===== src/rtl/mac_classifier_pkg.sv =====
`default_nettype none
// +----------------------------------------------------------------------------+
// | Module      : mac_classifier_pkg                                           |
// | Description : Shared types and constants for the MAC classifier. Defines   |
// |               MAC, egress-port and tag types, the 8-bit tag word layout,   |
// |               the broadcast address and the FSM state encoding.            |
// | Revision    : 1.0  initial release                                         |
// +----------------------------------------------------------------------------+
package mac_classifier_pkg;

    typedef logic [47:0] mac_t;
    typedef logic [1:0]  port_t;
    typedef logic [5:0]  tag_t;

    // Egress interface sits in the upper two bits of the emitted tag.
    typedef struct packed {
        port_t port;
        tag_t  tag;
    } tag_word_t;

    localparam mac_t BCAST_MAC = 48'hFFFF_FFFF_FFFF;

    typedef enum logic [0:0] {
        IDLE   = 1'b0,
        IN_PKT = 1'b1
    } state_e;

endpackage
`default_nettype wire


===== src/rtl/mac_classifier_if.sv =====
`default_nettype none
// +----------------------------------------------------------------------------+
// | Module      : mac_classifier_if                                            |
// | Description : Packet-stream and tag-stream bundle for the MAC classifier.  |
// |   in_data/in_valid/in_sop/in_eop/in_channel : packet beat (master->slave)  |
// |   in_ready                                  : beat accept (slave->master)  |
// |   tag_data/tag_valid                        : tag output (slave->master)   |
// |   tag_ready                                 : tag accept (master->slave)   |
// | Revision    : 1.0  initial release                                         |
// +----------------------------------------------------------------------------+
interface mac_classifier_if;
    import mac_classifier_pkg::*;

    logic [63:0] in_data;
    logic        in_valid;
    logic        in_sop;
    logic        in_eop;
    tag_t        in_channel;
    logic        in_ready;
    tag_word_t   tag_data;
    logic        tag_valid;
    logic        tag_ready;

    modport master (
        output in_data, in_valid, in_sop, in_eop, in_channel,
        input  in_ready,
        input  tag_data, tag_valid,
        output tag_ready
    );

    modport slave (
        input  in_data, in_valid, in_sop, in_eop, in_channel,
        output in_ready,
        output tag_data, tag_valid,
        input  tag_ready
    );

endinterface
`default_nettype wire


===== src/rtl/mac_classifier_tag_fifo.sv =====
`default_nettype none
// +----------------------------------------------------------------------------+
// | Module      : tag_fifo                                                     |
// | Description : Small synchronous FIFO with registered full/empty flags.     |
// |   clock/reset  : clock, asynchronous active-low reset                      |
// |   i_push/i_push_data : write strobe and data (ignored when full)           |
// |   i_pop        : read strobe (ignored when empty)                          |
// |   o_head_data  : entry at the head, zero while empty                       |
// |   o_empty/o_full : registered occupancy flags                              |
// | Revision    : 1.0  initial release                                         |
// +----------------------------------------------------------------------------+
module tag_fifo #(
    parameter int WIDTH = 8,
    parameter int DEPTH = 4
) (
    input  wire logic             clock,
    input  wire logic             reset,
    input  wire logic             i_push,
    input  wire logic [WIDTH-1:0] i_push_data,
    input  wire logic             i_pop,
    output logic      [WIDTH-1:0] o_head_data,
    output logic                  o_empty,
    output logic                  o_full
);

    localparam int c_AW = $clog2(DEPTH);

    logic [WIDTH-1:0] r_mem [DEPTH];
    logic [c_AW-1:0]  r_wr_ptr;
    logic [c_AW-1:0]  r_rd_ptr;
    logic             r_empty;
    logic             r_full;
    logic [c_AW-1:0]  w_wr_ptr_nxt;
    logic [c_AW-1:0]  w_rd_ptr_nxt;
    logic             w_push;
    logic             w_pop;

    assign w_push       = i_push && !r_full;
    assign w_pop        = i_pop && !r_empty;
    // DEPTH is a power of two, so pointers wrap by natural overflow.
    assign w_wr_ptr_nxt = r_wr_ptr + 1'b1;
    assign w_rd_ptr_nxt = r_rd_ptr + 1'b1;

    always_ff @(posedge clock or negedge reset) begin
        if (!reset) begin
            r_wr_ptr <= '0;
            r_rd_ptr <= '0;
            r_empty  <= 1'b1;
            r_full   <= 1'b0;
        end else begin
            if (w_push) r_wr_ptr <= w_wr_ptr_nxt;
            if (w_pop)  r_rd_ptr <= w_rd_ptr_nxt;
            // Simultaneous push and pop keeps occupancy, so flags hold.
            if (w_push && !w_pop) begin
                r_empty <= 1'b0;
                r_full  <= (w_wr_ptr_nxt == r_rd_ptr);
            end else if (w_pop && !w_push) begin
                r_full  <= 1'b0;
                r_empty <= (w_rd_ptr_nxt == r_wr_ptr);
            end
        end
    end

    // Storage needs no reset: the empty flag masks stale contents.
    always_ff @(posedge clock) begin
        if (w_push) r_mem[r_wr_ptr] <= i_push_data;
    end

    assign o_head_data = r_empty ? '0 : r_mem[r_rd_ptr];
    assign o_empty     = r_empty;
    assign o_full      = r_full;

endmodule
`default_nettype wire


===== src/rtl/mac_classifier.sv =====
`default_nettype none
// +----------------------------------------------------------------------------+
// | Module      : mac_classifier                                               |
// | Description : Snoops a packet stream, looks up the destination MAC of each |
// |               packet in a programmable table and queues one tag           |
// |               {egress, channel} per packet after its eop beat.            |
// |   clock/reset   : clock, asynchronous active-low reset                     |
// |   bus           : packet input and tag output (slave side)                 |
// |   cfg_wr/cfg_index/cfg_en/cfg_mac/cfg_port : table write port             |
// |   stat_pkts/stat_miss : saturating classified / miss counters              |
// | Revision    : 1.0  initial release                                         |
// +----------------------------------------------------------------------------+
module mac_classifier
    import mac_classifier_pkg::*;
#(
    parameter int    NUM_ENTRIES  = 8,
    parameter int    FIFO_DEPTH   = 4,
    parameter port_t DEFAULT_PORT = 2'd0,
    parameter port_t BCAST_PORT   = 2'd3
) (
    input  wire logic                           clock,
    input  wire logic                           reset,
    mac_classifier_if.slave                     bus,
    input  wire logic                           cfg_wr,
    input  wire logic [$clog2(NUM_ENTRIES)-1:0] cfg_index,
    input  wire logic                           cfg_en,
    input  wire logic [47:0]                    cfg_mac,
    input  wire logic [1:0]                     cfg_port,
    output logic      [15:0]                    stat_pkts,
    output logic      [15:0]                    stat_miss
);

    localparam logic [0:0]  c_ST_IDLE   = IDLE;
    localparam logic [0:0]  c_ST_IN_PKT = IN_PKT;
    localparam logic [15:0] c_STAT_MAX  = 16'hFFFF;

    logic [NUM_ENTRIES-1:0] r_tbl_en;
    mac_t                   r_tbl_mac  [NUM_ENTRIES];
    port_t                  r_tbl_port [NUM_ENTRIES];

    logic [0:0]  r_state;
    tag_t        r_chan;
    port_t       r_port;
    logic        r_miss;
    logic [15:0] r_pkts;
    logic [15:0] r_misses;

    mac_t                   w_dst;
    logic                   w_accept;
    logic [NUM_ENTRIES-1:0] w_match;
    logic                   w_hit;
    port_t                  w_hit_port;
    logic                   w_bcast;
    port_t                  w_lk_port;
    logic                   w_lk_miss;
    logic                   w_push;
    tag_word_t              w_push_word;
    logic                   w_push_miss;
    logic                   w_fifo_full;
    logic                   w_fifo_empty;
    logic [7:0]             w_head;
    logic                   w_unused;

    assign w_dst    = bus.in_data[63:16];
    assign w_unused = ^bus.in_data[15:0];

    // Back-pressure depends only on registered FIFO state.
    assign bus.in_ready = !w_fifo_full;
    assign w_accept     = bus.in_valid && bus.in_ready;

    // Lookup reads the registered table, so a write landing on a sop cycle
    // only affects later packets.
    generate
        for (genvar gi = 0; gi < NUM_ENTRIES; gi++) begin : g_match
            assign w_match[gi] = r_tbl_en[gi] && (r_tbl_mac[gi] == w_dst);
        end
    endgenerate

    // Scan from the top so the lowest matching index is the last to win.
    always_comb begin
        w_hit      = 1'b0;
        w_hit_port = DEFAULT_PORT;
        for (int i = NUM_ENTRIES - 1; i >= 0; i--) begin
            if (w_match[i]) begin
                w_hit      = 1'b1;
                w_hit_port = r_tbl_port[i];
            end
        end
    end

    assign w_bcast   = (w_dst == BCAST_MAC);
    assign w_lk_port = w_bcast ? BCAST_PORT : w_hit_port;
    assign w_lk_miss = !w_bcast && !w_hit;

    // Single-beat packets push the live lookup; multi-beat packets push the
    // result captured at sop. An eop outside a packet is dropped.
    always_comb begin
        w_push      = 1'b0;
        w_push_word = '{port: r_port, tag: r_chan};
        w_push_miss = r_miss;
        if (w_accept && bus.in_eop) begin
            if (bus.in_sop) begin
                w_push      = 1'b1;
                w_push_word = '{port: w_lk_port, tag: bus.in_channel};
                w_push_miss = w_lk_miss;
            end else if (r_state == c_ST_IN_PKT) begin
                w_push = 1'b1;
            end
        end
    end

    // A sop always restarts classification, abandoning any open packet.
    always_ff @(posedge clock or negedge reset) begin
        if (!reset) begin
            r_state <= c_ST_IDLE;
            r_chan  <= '0;
            r_port  <= '0;
            r_miss  <= 1'b0;
        end else if (w_accept) begin
            if (bus.in_sop) begin
                r_chan  <= bus.in_channel;
                r_port  <= w_lk_port;
                r_miss  <= w_lk_miss;
                r_state <= bus.in_eop ? c_ST_IDLE : c_ST_IN_PKT;
            end else if (bus.in_eop) begin
                r_state <= c_ST_IDLE;
            end
        end
    end

    always_ff @(posedge clock or negedge reset) begin
        if (!reset) begin
            r_tbl_en <= '0;
            for (int i = 0; i < NUM_ENTRIES; i++) begin
                r_tbl_mac[i]  <= '0;
                r_tbl_port[i] <= '0;
            end
        end else if (cfg_wr) begin
            r_tbl_en[cfg_index]   <= cfg_en;
            r_tbl_mac[cfg_index]  <= cfg_mac;
            r_tbl_port[cfg_index] <= cfg_port;
        end
    end

    always_ff @(posedge clock or negedge reset) begin
        if (!reset) begin
            r_pkts   <= '0;
            r_misses <= '0;
        end else if (w_push) begin
            if (r_pkts != c_STAT_MAX)                r_pkts   <= r_pkts + 16'd1;
            if (w_push_miss && r_misses != c_STAT_MAX) r_misses <= r_misses + 16'd1;
        end
    end

    tag_fifo #(
        .WIDTH (8),
        .DEPTH (FIFO_DEPTH)
    ) u_tag_fifo (
        .clock       (clock),
        .reset       (reset),
        .i_push      (w_push),
        .i_push_data (w_push_word),
        .i_pop       (bus.tag_ready),
        .o_head_data (w_head),
        .o_empty     (w_fifo_empty),
        .o_full      (w_fifo_full)
    );

    assign bus.tag_valid = !w_fifo_empty;
    assign bus.tag_data  = w_head;
    assign stat_pkts     = r_pkts;
    assign stat_miss     = r_misses;

endmodule
`default_nettype wire


===== src/flat_wrapper.sv =====
// flat-port wrapper written by rule: the top's interface ports become plain ports
module mac_classifier_flat import mac_classifier_pkg::*;
#(
    parameter int    NUM_ENTRIES  = 8,
    parameter int    FIFO_DEPTH   = 4,
    parameter port_t DEFAULT_PORT = 2'd0,
    parameter port_t BCAST_PORT   = 2'd3
)
  (clock, reset, cfg_wr, cfg_index, cfg_en, cfg_mac, cfg_port, stat_pkts, stat_miss, bus_in_data, bus_in_valid, bus_in_sop, bus_in_eop, bus_in_channel, bus_in_ready, bus_tag_data, bus_tag_valid, bus_tag_ready);
  mac_classifier_if bus_i ();
  input  wire logic clock;
  input  wire logic reset;
  input  wire logic cfg_wr;
  input  wire logic [$clog2(NUM_ENTRIES)-1:0] cfg_index;
  input  wire logic cfg_en;
  input  wire logic [47:0] cfg_mac;
  input  wire logic [1:0] cfg_port;
  output logic      [15:0] stat_pkts;
  output logic      [15:0] stat_miss;
  input wire logic [$bits(bus_i.in_data)-1:0] bus_in_data;
  input wire logic [$bits(bus_i.in_valid)-1:0] bus_in_valid;
  input wire logic [$bits(bus_i.in_sop)-1:0] bus_in_sop;
  input wire logic [$bits(bus_i.in_eop)-1:0] bus_in_eop;
  input wire logic [$bits(bus_i.in_channel)-1:0] bus_in_channel;
  output wire logic [$bits(bus_i.in_ready)-1:0] bus_in_ready;
  output wire logic [$bits(bus_i.tag_data)-1:0] bus_tag_data;
  output wire logic [$bits(bus_i.tag_valid)-1:0] bus_tag_valid;
  input wire logic [$bits(bus_i.tag_ready)-1:0] bus_tag_ready;
  assign bus_i.in_data = bus_in_data;
  assign bus_i.in_valid = bus_in_valid;
  assign bus_i.in_sop = bus_in_sop;
  assign bus_i.in_eop = bus_in_eop;
  assign bus_i.in_channel = bus_in_channel;
  assign bus_in_ready = bus_i.in_ready;
  assign bus_tag_data = bus_i.tag_data;
  assign bus_tag_valid = bus_i.tag_valid;
  assign bus_i.tag_ready = bus_tag_ready;
  mac_classifier #(.NUM_ENTRIES(NUM_ENTRIES), .FIFO_DEPTH(FIFO_DEPTH), .DEFAULT_PORT(DEFAULT_PORT), .BCAST_PORT(BCAST_PORT)) u_core (.clock(clock), .reset(reset), .bus(bus_i), .cfg_wr(cfg_wr), .cfg_index(cfg_index), .cfg_en(cfg_en), .cfg_mac(cfg_mac), .cfg_port(cfg_port), .stat_pkts(stat_pkts), .stat_miss(stat_miss));
endmodule

===== config.mk =====
export PLATFORM = sky130hd
export DESIGN_NAME = mac_classifier_flat
export DESIGN_NICKNAME = d
export VERILOG_FILES = /design/src/rtl/mac_classifier_pkg.sv /design/src/rtl/mac_classifier_if.sv /design/src/rtl/mac_classifier_tag_fifo.sv /design/src/rtl/mac_classifier.sv /design/src/flat_wrapper.sv
export SDC_FILE = /design/constraint.sdc
export NUM_CORES = 1
export LEC_CHECK = 0
export BUFFER_PORTS_ARGS = -buffer_cell sky130_fd_sc_hd__buf_4
export CAP_MARGIN = 30
export CORE_MARGIN = 2
export CORE_UTILIZATION = 55
export DETAILED_ROUTE_END_ITERATION = 8
export PLACE_DENSITY = 0.88
export SLEW_MARGIN = 5
export SYNTH_ARGS = -nofsm -noshare
export SYNTH_HDL_FRONTEND = slang
export SYNTH_SLANG_ARGS = --single-unit

===== constraint.sdc =====
create_clock -name clock -period 3 [get_ports clock]
set_input_delay 0.45 -clock clock [delete_from_list [all_inputs] [get_ports clock]]
set_output_delay 0.45 -clock clock [all_outputs]
set_load 0.02 [all_outputs]

* After elaboration in Yosys (flattened, before gate mapping)
Memory sizes are Yosys's and may differ from the RTL's.
Index checks and enable logic that the tools add are counted.
** Cells by class
- $add $sub $neg :: 4
- $lt $le $gt $ge :: 4
- Equal/unequal tests :: 13
- Multiplexer cells :: 43
- Bitwise operators :: 1
- Reduce and logical (&&, ||, !) cells :: 30
** Operator list (count)
- bitwise mux 384 bit :: 1
- == test 48 bit :: 8
- demux 48 bit (select 3 bit) :: 1
- == test 48 bit, second input constant :: 1
- two-way mux 48 bit :: 1
- adder 16 x 1 -> 16 bit, second input constant :: 2
- inequality test 16 bit, second input constant :: 2
- two-way mux 8 bit :: 3
- two-way mux 1 bit :: 23
- two-way mux 2 bit :: 10
- logical AND 1 bit :: 18
- bitwise mux 16 bit :: 1
- bitwise mux 8 bit :: 1
- AND reduction 2 bit :: 4
- demux 2 bit (select 3 bit) :: 1
- zero test 1 bit :: 6
- adder 2 x 1 -> 2 bit, second input constant :: 2
- == test 2 bit :: 2
- greater-or-equal comparator 4 bit, second input constant :: 1
- < comparator 3 x 4 -> 1 bit, second input constant :: 1
- < comparator 4 x 1 -> 1 bit, second input constant :: 1
- NOT 3 -> 4 bit :: 1
- nonzero test 2 bit :: 2
- demux 1 bit (select 3 bit) :: 1
- greater-or-equal comparator 3 x 1 -> 1 bit, second input constant :: 1
** Word-level totals
- Register bits after elaboration :: 456
- Bits in writable memories :: 32
- Bits of input ports :: 131
- Output and inout bits :: 42
- Logic and storage cells :: 123
- Memories kept :: 1
** Memory list
- u_core.u_tag_fifo.r_mem :: words 4, width 8, read ports 1, clocked after memory_dff 0, write ports 1, line mac_classifier_tag_fifo.sv:28 : logic [WIDTH-1:0] r_mem [DEPTH];

* Depth between registers and ports, before layout
- Word-level depth :: 16
- Mapped depth :: 11
- Depth with buffers taken out :: 9

* Modules after synthesis
Synthesis repeated with hierarchy kept, for this count alone.
** Unflattened totals
- Cell total of the unflattened synthesis :: 1798
- Area total of the unflattened synthesis :: 23576.4 um^2
** Modules (own cells, without submodules)
- mac_classifier :: times used 1, cells each 1711, area an instance 21977.3 um^2, seq. area each 11260.8 um^2
- tag_fifo :: times used 1, cells each 87, area an instance 1599.0 um^2, seq. area each 1112.3 um^2

* Worst setup path after synthesis
OpenSTA, ideal clock, no wires.
- Kind :: in2reg
- Start point :: input bus_in_data[19]
- End point :: memory u_core.u_tag_fifo.r_mem[0][6], data pin
- Setup time :: 0.273 ns
- Arrival :: 2.813 ns
- Data required time :: 2.727 ns
- Slack :: -0.086 ns
- Stages :: 10
- Path buffers :: 1
- Cell sequence :: buf_2 xor2_1 nor4_1 nand3_1 or4_4 nor2_2 mux2_1 a311oi_1 o311ai_1 mux2_1
** Between the ends
- Word-level cells in the longest chain between the ends :: 13
- Elaborated cells on any way between the ends :: 28
- Those cells by class :: eq/ne: 9; mux: 11; reduce/logical: 8
** Ends and longest elaborated chain
- start: declaration :: line flat_wrapper.sv:20 : input wire logic [$bits(bus_i.in_data)-1:0] bus_in_data;
- == test 48 bit :: line mac_classifier.sv:75 : assign w_match[gi] = r_tbl_en[gi] && (r_tbl_mac[gi] == w_dst);
- logical AND 1 bit :: line mac_classifier.sv:75
- two-way mux 2 bit (8 in a row) :: line mac_classifier.sv:84 : if (w_match[i]) begin
- two-way mux 2 bit * :: line mac_classifier.sv:92 : assign w_lk_port = w_bcast ? BCAST_PORT : w_hit_port;
- two-way mux 8 bit * :: line mac_classifier.sv:102 : if (bus.in_sop) begin
- two-way mux 8 bit * :: line mac_classifier.sv:101 : if (w_accept && bus.in_eop) begin
- named net u_core.u_tag_fifo.i_push_data[6] :: line mac_classifier_tag_fifo.sv:19 : input wire logic [WIDTH-1:0] i_push_data,
- end: declaration :: line mac_classifier_tag_fifo.sv:28
Mark *: on every way through the listed nets, which the timed path passes. The rest lies on a longest branch.

* Worst setup path in the final report
- Start point :: register u_core.r_tbl_mac[202] (netlist bit)
- End point :: memory u_core.u_tag_fifo.r_mem[2][6], data pin
** Between the ends
- Word-level cells in the longest chain between the ends :: 9
** Ends and longest elaborated chain
- start: declaration :: line mac_classifier.sv:38 : mac_t r_tbl_mac [NUM_ENTRIES];
- start signal: indexed assignment :: line mac_classifier.sv:140 : r_tbl_mac[cfg_index] <= cfg_mac;
- == test 48 bit :: line mac_classifier.sv:75
- logical AND 1 bit :: line mac_classifier.sv:75
- two-way mux 2 bit (4 in a row) :: line mac_classifier.sv:84
- two-way mux 2 bit :: line mac_classifier.sv:92
- two-way mux 8 bit :: line mac_classifier.sv:102
- two-way mux 8 bit :: line mac_classifier.sv:101
- named net u_core.u_tag_fifo.i_push_data[6] :: line mac_classifier_tag_fifo.sv:19
The timed path passes the listed nets, and every way through them passes these cells.

==> results.toml <==
[outcome]
outcome = "complete, but fails checks"
violations = "negative setup slack"

[cts]
path_clk_slew_ns = 0.06
cts_sinks = 488
cts_htree_levels = 2
clock_latency_ns = 0.60
cts_made_buffers = 51
cts_tree = "built"
root_buffer = "clkbuf_16"
cts.path.max_buffers = 3

[synthesis]
async_reset_ff_frac = 0.934
synth_top_area_frac = 0.485
netlist_instances = 1814
synthTopCellsByCount = "dfrtp_1 (455), mux2_2 (406), xor2_1 (234)"
synth_largest_area_cell = "dfrtp_1"
ys_seq_area_frac = 0.527
postSynthAreaPerCell_um2 = 13.0
ys_types = 63
ys.flop_type = "dfrtp_1"
synth_nets = 1952
synth_edf_count = 32
ys_warn_count = 0
synth.area.top_cells = "dfrtp_1 (48%), mux2_2 (19%), xor2_1 (8.7%)"
synth.most_common_cell = "dfrtp_1"
ys_ff_latch = 488
synthesis.area_um2 = 23500

[timing]
max_freq_mhz = 315
relSlewSlack = 0.393
min_period_ns = 3.18
worstMarginPinSlew_ns = 0.911
finalWorstSetupSlack_ns = -0.176
drv_slew = 0
skew_ns = 0.0296
hold_viol_final = 0
setup_viol = 11
rsz0062_at_grt = "yes"
min_period_over_period = 1.06

[setup_path]
worst-path-stages = 10
crit_family = "simple AND/OR/NAND/NOR gates"
cp_slowest_cell = "or4_4"
critPathArrivalTime_ns = 3.50
startpoint_type = "flip-flop"
r2r_start = "u_core.r_tbl_mac[202]"
r2r_end = "u_core.u_tag_fifo.r_mem[2][6]"
endpoint_kind = "flip-flop"
crit_top_cell = "mux2_4"
path_cells = "xor2_2 -> nor4_4 -> buf_4 -> nand3_4 -> or4_4 -> nor2_4 -> mux2_4 -> a311oi_2 -> o311ai_2 -> mux2_4"
crit_buf_inv = 1
r2r_setup_slack_ns = -0.18
critPathLaunch = "u_core.r_tbl_mac[202]"
crit_fanout = 4
worst_ep_required_time_ns = 3.32
cp-endpoint = "u_core.u_tag_fifo.r_mem[2][6]"
critical_path_class = "flip-flop to flip-flop"
r2r_cells = 10
cp_slowest_stage_delay_ns = 0.55

[pwr]
combPwrFrac = 0.240
seqPwrFrac = 0.446
pwr-share-clk = 0.313
vdd_drop_max_v = 0.000531
leakage_nw = 12.5
p_sw_frac = 0.299
p_per_area_nw_per_um2 = 716
power.switching_w = 0.00611
p_int_w = 0.0143

[placed_design]
port_buffers = 156
pre_cts_ws_ns = -0.709
dpl.cell_count = 2619
place_hpwl_um = 52600
place.gp.congestion = 0.933

[final_layout]
final_cells = 2713
nNetsFinal = 2274
nFillCells = 2954
multi_input_area_um2 = 10600
area_delta_synth_final_pct = 21.6
fin_util = 0.679
regArea_um2 = 12400
layout-drive-gt1-share = 0.409

[worst_hold_path]
hold_path_class = "input pin to flip-flop"

[grt]
grt_max_degree = 92
antenna_found_initial = 2
grt-busiest-layer = "met2"
grt.met3_usage = 0.0813
grt_util_met2 = 0.540
grt_pass1_vias = 17510
grt_overflow = 0
grt_pass1_wl_um = 111000
grt_util_met1 = 0.430
grt_usage = 0.343

[floorplanning]
die_y_um = 211
die_area_um2 = 44400
ios = 173
row_count = 75
initial_core_util = 0.559
core_um2 = 42000
die_w_um = 211

[flow_run]
cap_violations = 0

[detailed_routing]
routed_via_density = 6.13
drt_iter0_markers = 1658
firstDrtPassIters = 5
ant_nets = 0
finalWirelength_um = 74800
routedWlPerCell_um = 27.6
vias = 16639
drc_errors = 0
## power groups by stage
| stage | sequential [W] | clock, W | combinational, W |
|---|---|---|---|
| global route | 0.00926 | 0.00671 | 0.00522 |
| finish | 0.00913 | 0.00641 | 0.00491 |
| global placement | 0.00907 | 0 | 0.00462 |
| CTS | 0.00909 | 0.00646 | 0.00486 |
| floorplan | 0.00894 | 0 | 0.00295 |
| detailed placement | 0.00920 | 0 | 0.00478 |
## final cells by class
class                           instances  share of cell area
Inverter                               45             0.00591
Clock inverter                         18             0.00771
Multi-Input combinational cell       1179               0.371
Clock buffer                           72              0.0510
Tap cell                              539              0.0236
Sequential cell                       488               0.433
Timing Repair Buffer                  371               0.108
Antenna cell                            1           0.0000876
## layout by cell type (no fill, tap or decap), drive strengths merged, types with 14 or more instances in the layout
| cell | instances |
|---|---|
| edfxtp | 32 |
| nor2 | 21 |
| xor2 | 234 |
| dfrtp | 455 |
| clkbuf | 72 |
| nand4 | 60 |
| nor3 | 17 |
| and2 | 14 |
| buf | 370 |
| mux2 | 410 |
| inv | 46 |
| xnor2 | 150 |
| nand3 | 26 |
| nand2 | 60 |
| nor4 | 62 |
| o21ai | 15 |
## per-stage QoR
step | instance area (um2) | setup TNS (ns) | hold WS, ns | total power [W]
2_1_floorplan | 23500 | 0 | 0.154 | 0.0119
3_3_place_gp | 26800 | -11.58 | 0.453 | 0.0137
3_5_place_dp | 26800 | -11.49 | 0.458 | 0.0140
4_1_cts | 28500 | -0.987 | 0.0602 | 0.0204
5_1_grt | 28600 | -2.74 | 0.0889 | 0.0212
6_report | 28600 | -1.18 | 0.0816 | 0.0205
## worst min-delay path by stage
stage                       from          endpoint  slack, ns  depth (start not counted)
3_3_place_gp    u_core.r_chan[4]  u_core.r_chan[4]       0.45                          2
3_5_place_dp    u_core.r_chan[4]  u_core.r_chan[4]       0.46                          2
4_1_cts        bus_in_channel[3]  u_core.r_chan[3]       0.06                          3
5_1_grt        bus_in_channel[3]  u_core.r_chan[3]       0.09                          3
6_report       bus_in_channel[0]  u_core.r_chan[0]       0.08                          3
2_1_floorplan              reset  u_core.r_chan[0]       0.15                          0
## per-layer routing
layer / wire length [um] / up-vias
li1: - / 6984
met1: 28300 / 8520
met2: 34200 / 867
met3: 6870 / 264
met4: 5380 / 4
met5: 22 / -
## state kept, by name (all words and copies together), names as in the netlist, 2 cells and up
name and count:
u_core.u_tag_fifo.r_wr_ptr 2, u_core.stat_miss 16, u_core.r_tbl_mac 384, u_core.r_tbl_en 8
u_core.u_tag_fifo.r_mem 32, u_core.r_tbl_port 16, u_core.stat_pkts 16, u_core.r_port 2
u_core.r_chan 6, u_core.u_tag_fifo.r_rd_ptr 2
## timing repair
item | 4_1_cts | 5_1_grt
pin swaps | 5 | 5
endpoints found under the hold margin | 44 | 0
setup endpoints to repair | 26 | 25
hold buffers | 1 | 0
gates resized for setup | 12 | 5
setup buffers | 1 | 2
## worst reg2reg max path, stage by stage, from the launching register on
cell,delay [ns]
dfrtp_1,0.41
xor2_2,0.18
nor4_4,0.37
buf_4,0.20
nand3_4,0.08
or4_4,0.56
nor2_4,0.16
mux2_4,0.31
a311oi_2,0.23
o311ai_2,0.12
mux2_4,0.30
## kinds of logic (layout without fill, tap and decap cells)
kind of cell             after synthesis  count (layout)  share of synthesized area
XOR/XNOR                             384             384                      0.143
AND/OR/NAND/NOR                      299             299                     0.0712
multiplexers                         420             420                      0.205
flip-flops                           488             488                      0.527
other                                  0               1                          0
AO/OA/AOI/OAI                         69              69                     0.0223
buffers and inverters                147             506                     0.0280
adder cells (fa/ha/maj)                7               7                    0.00373
No activity file was read; power rests on OpenSTA's default activity.
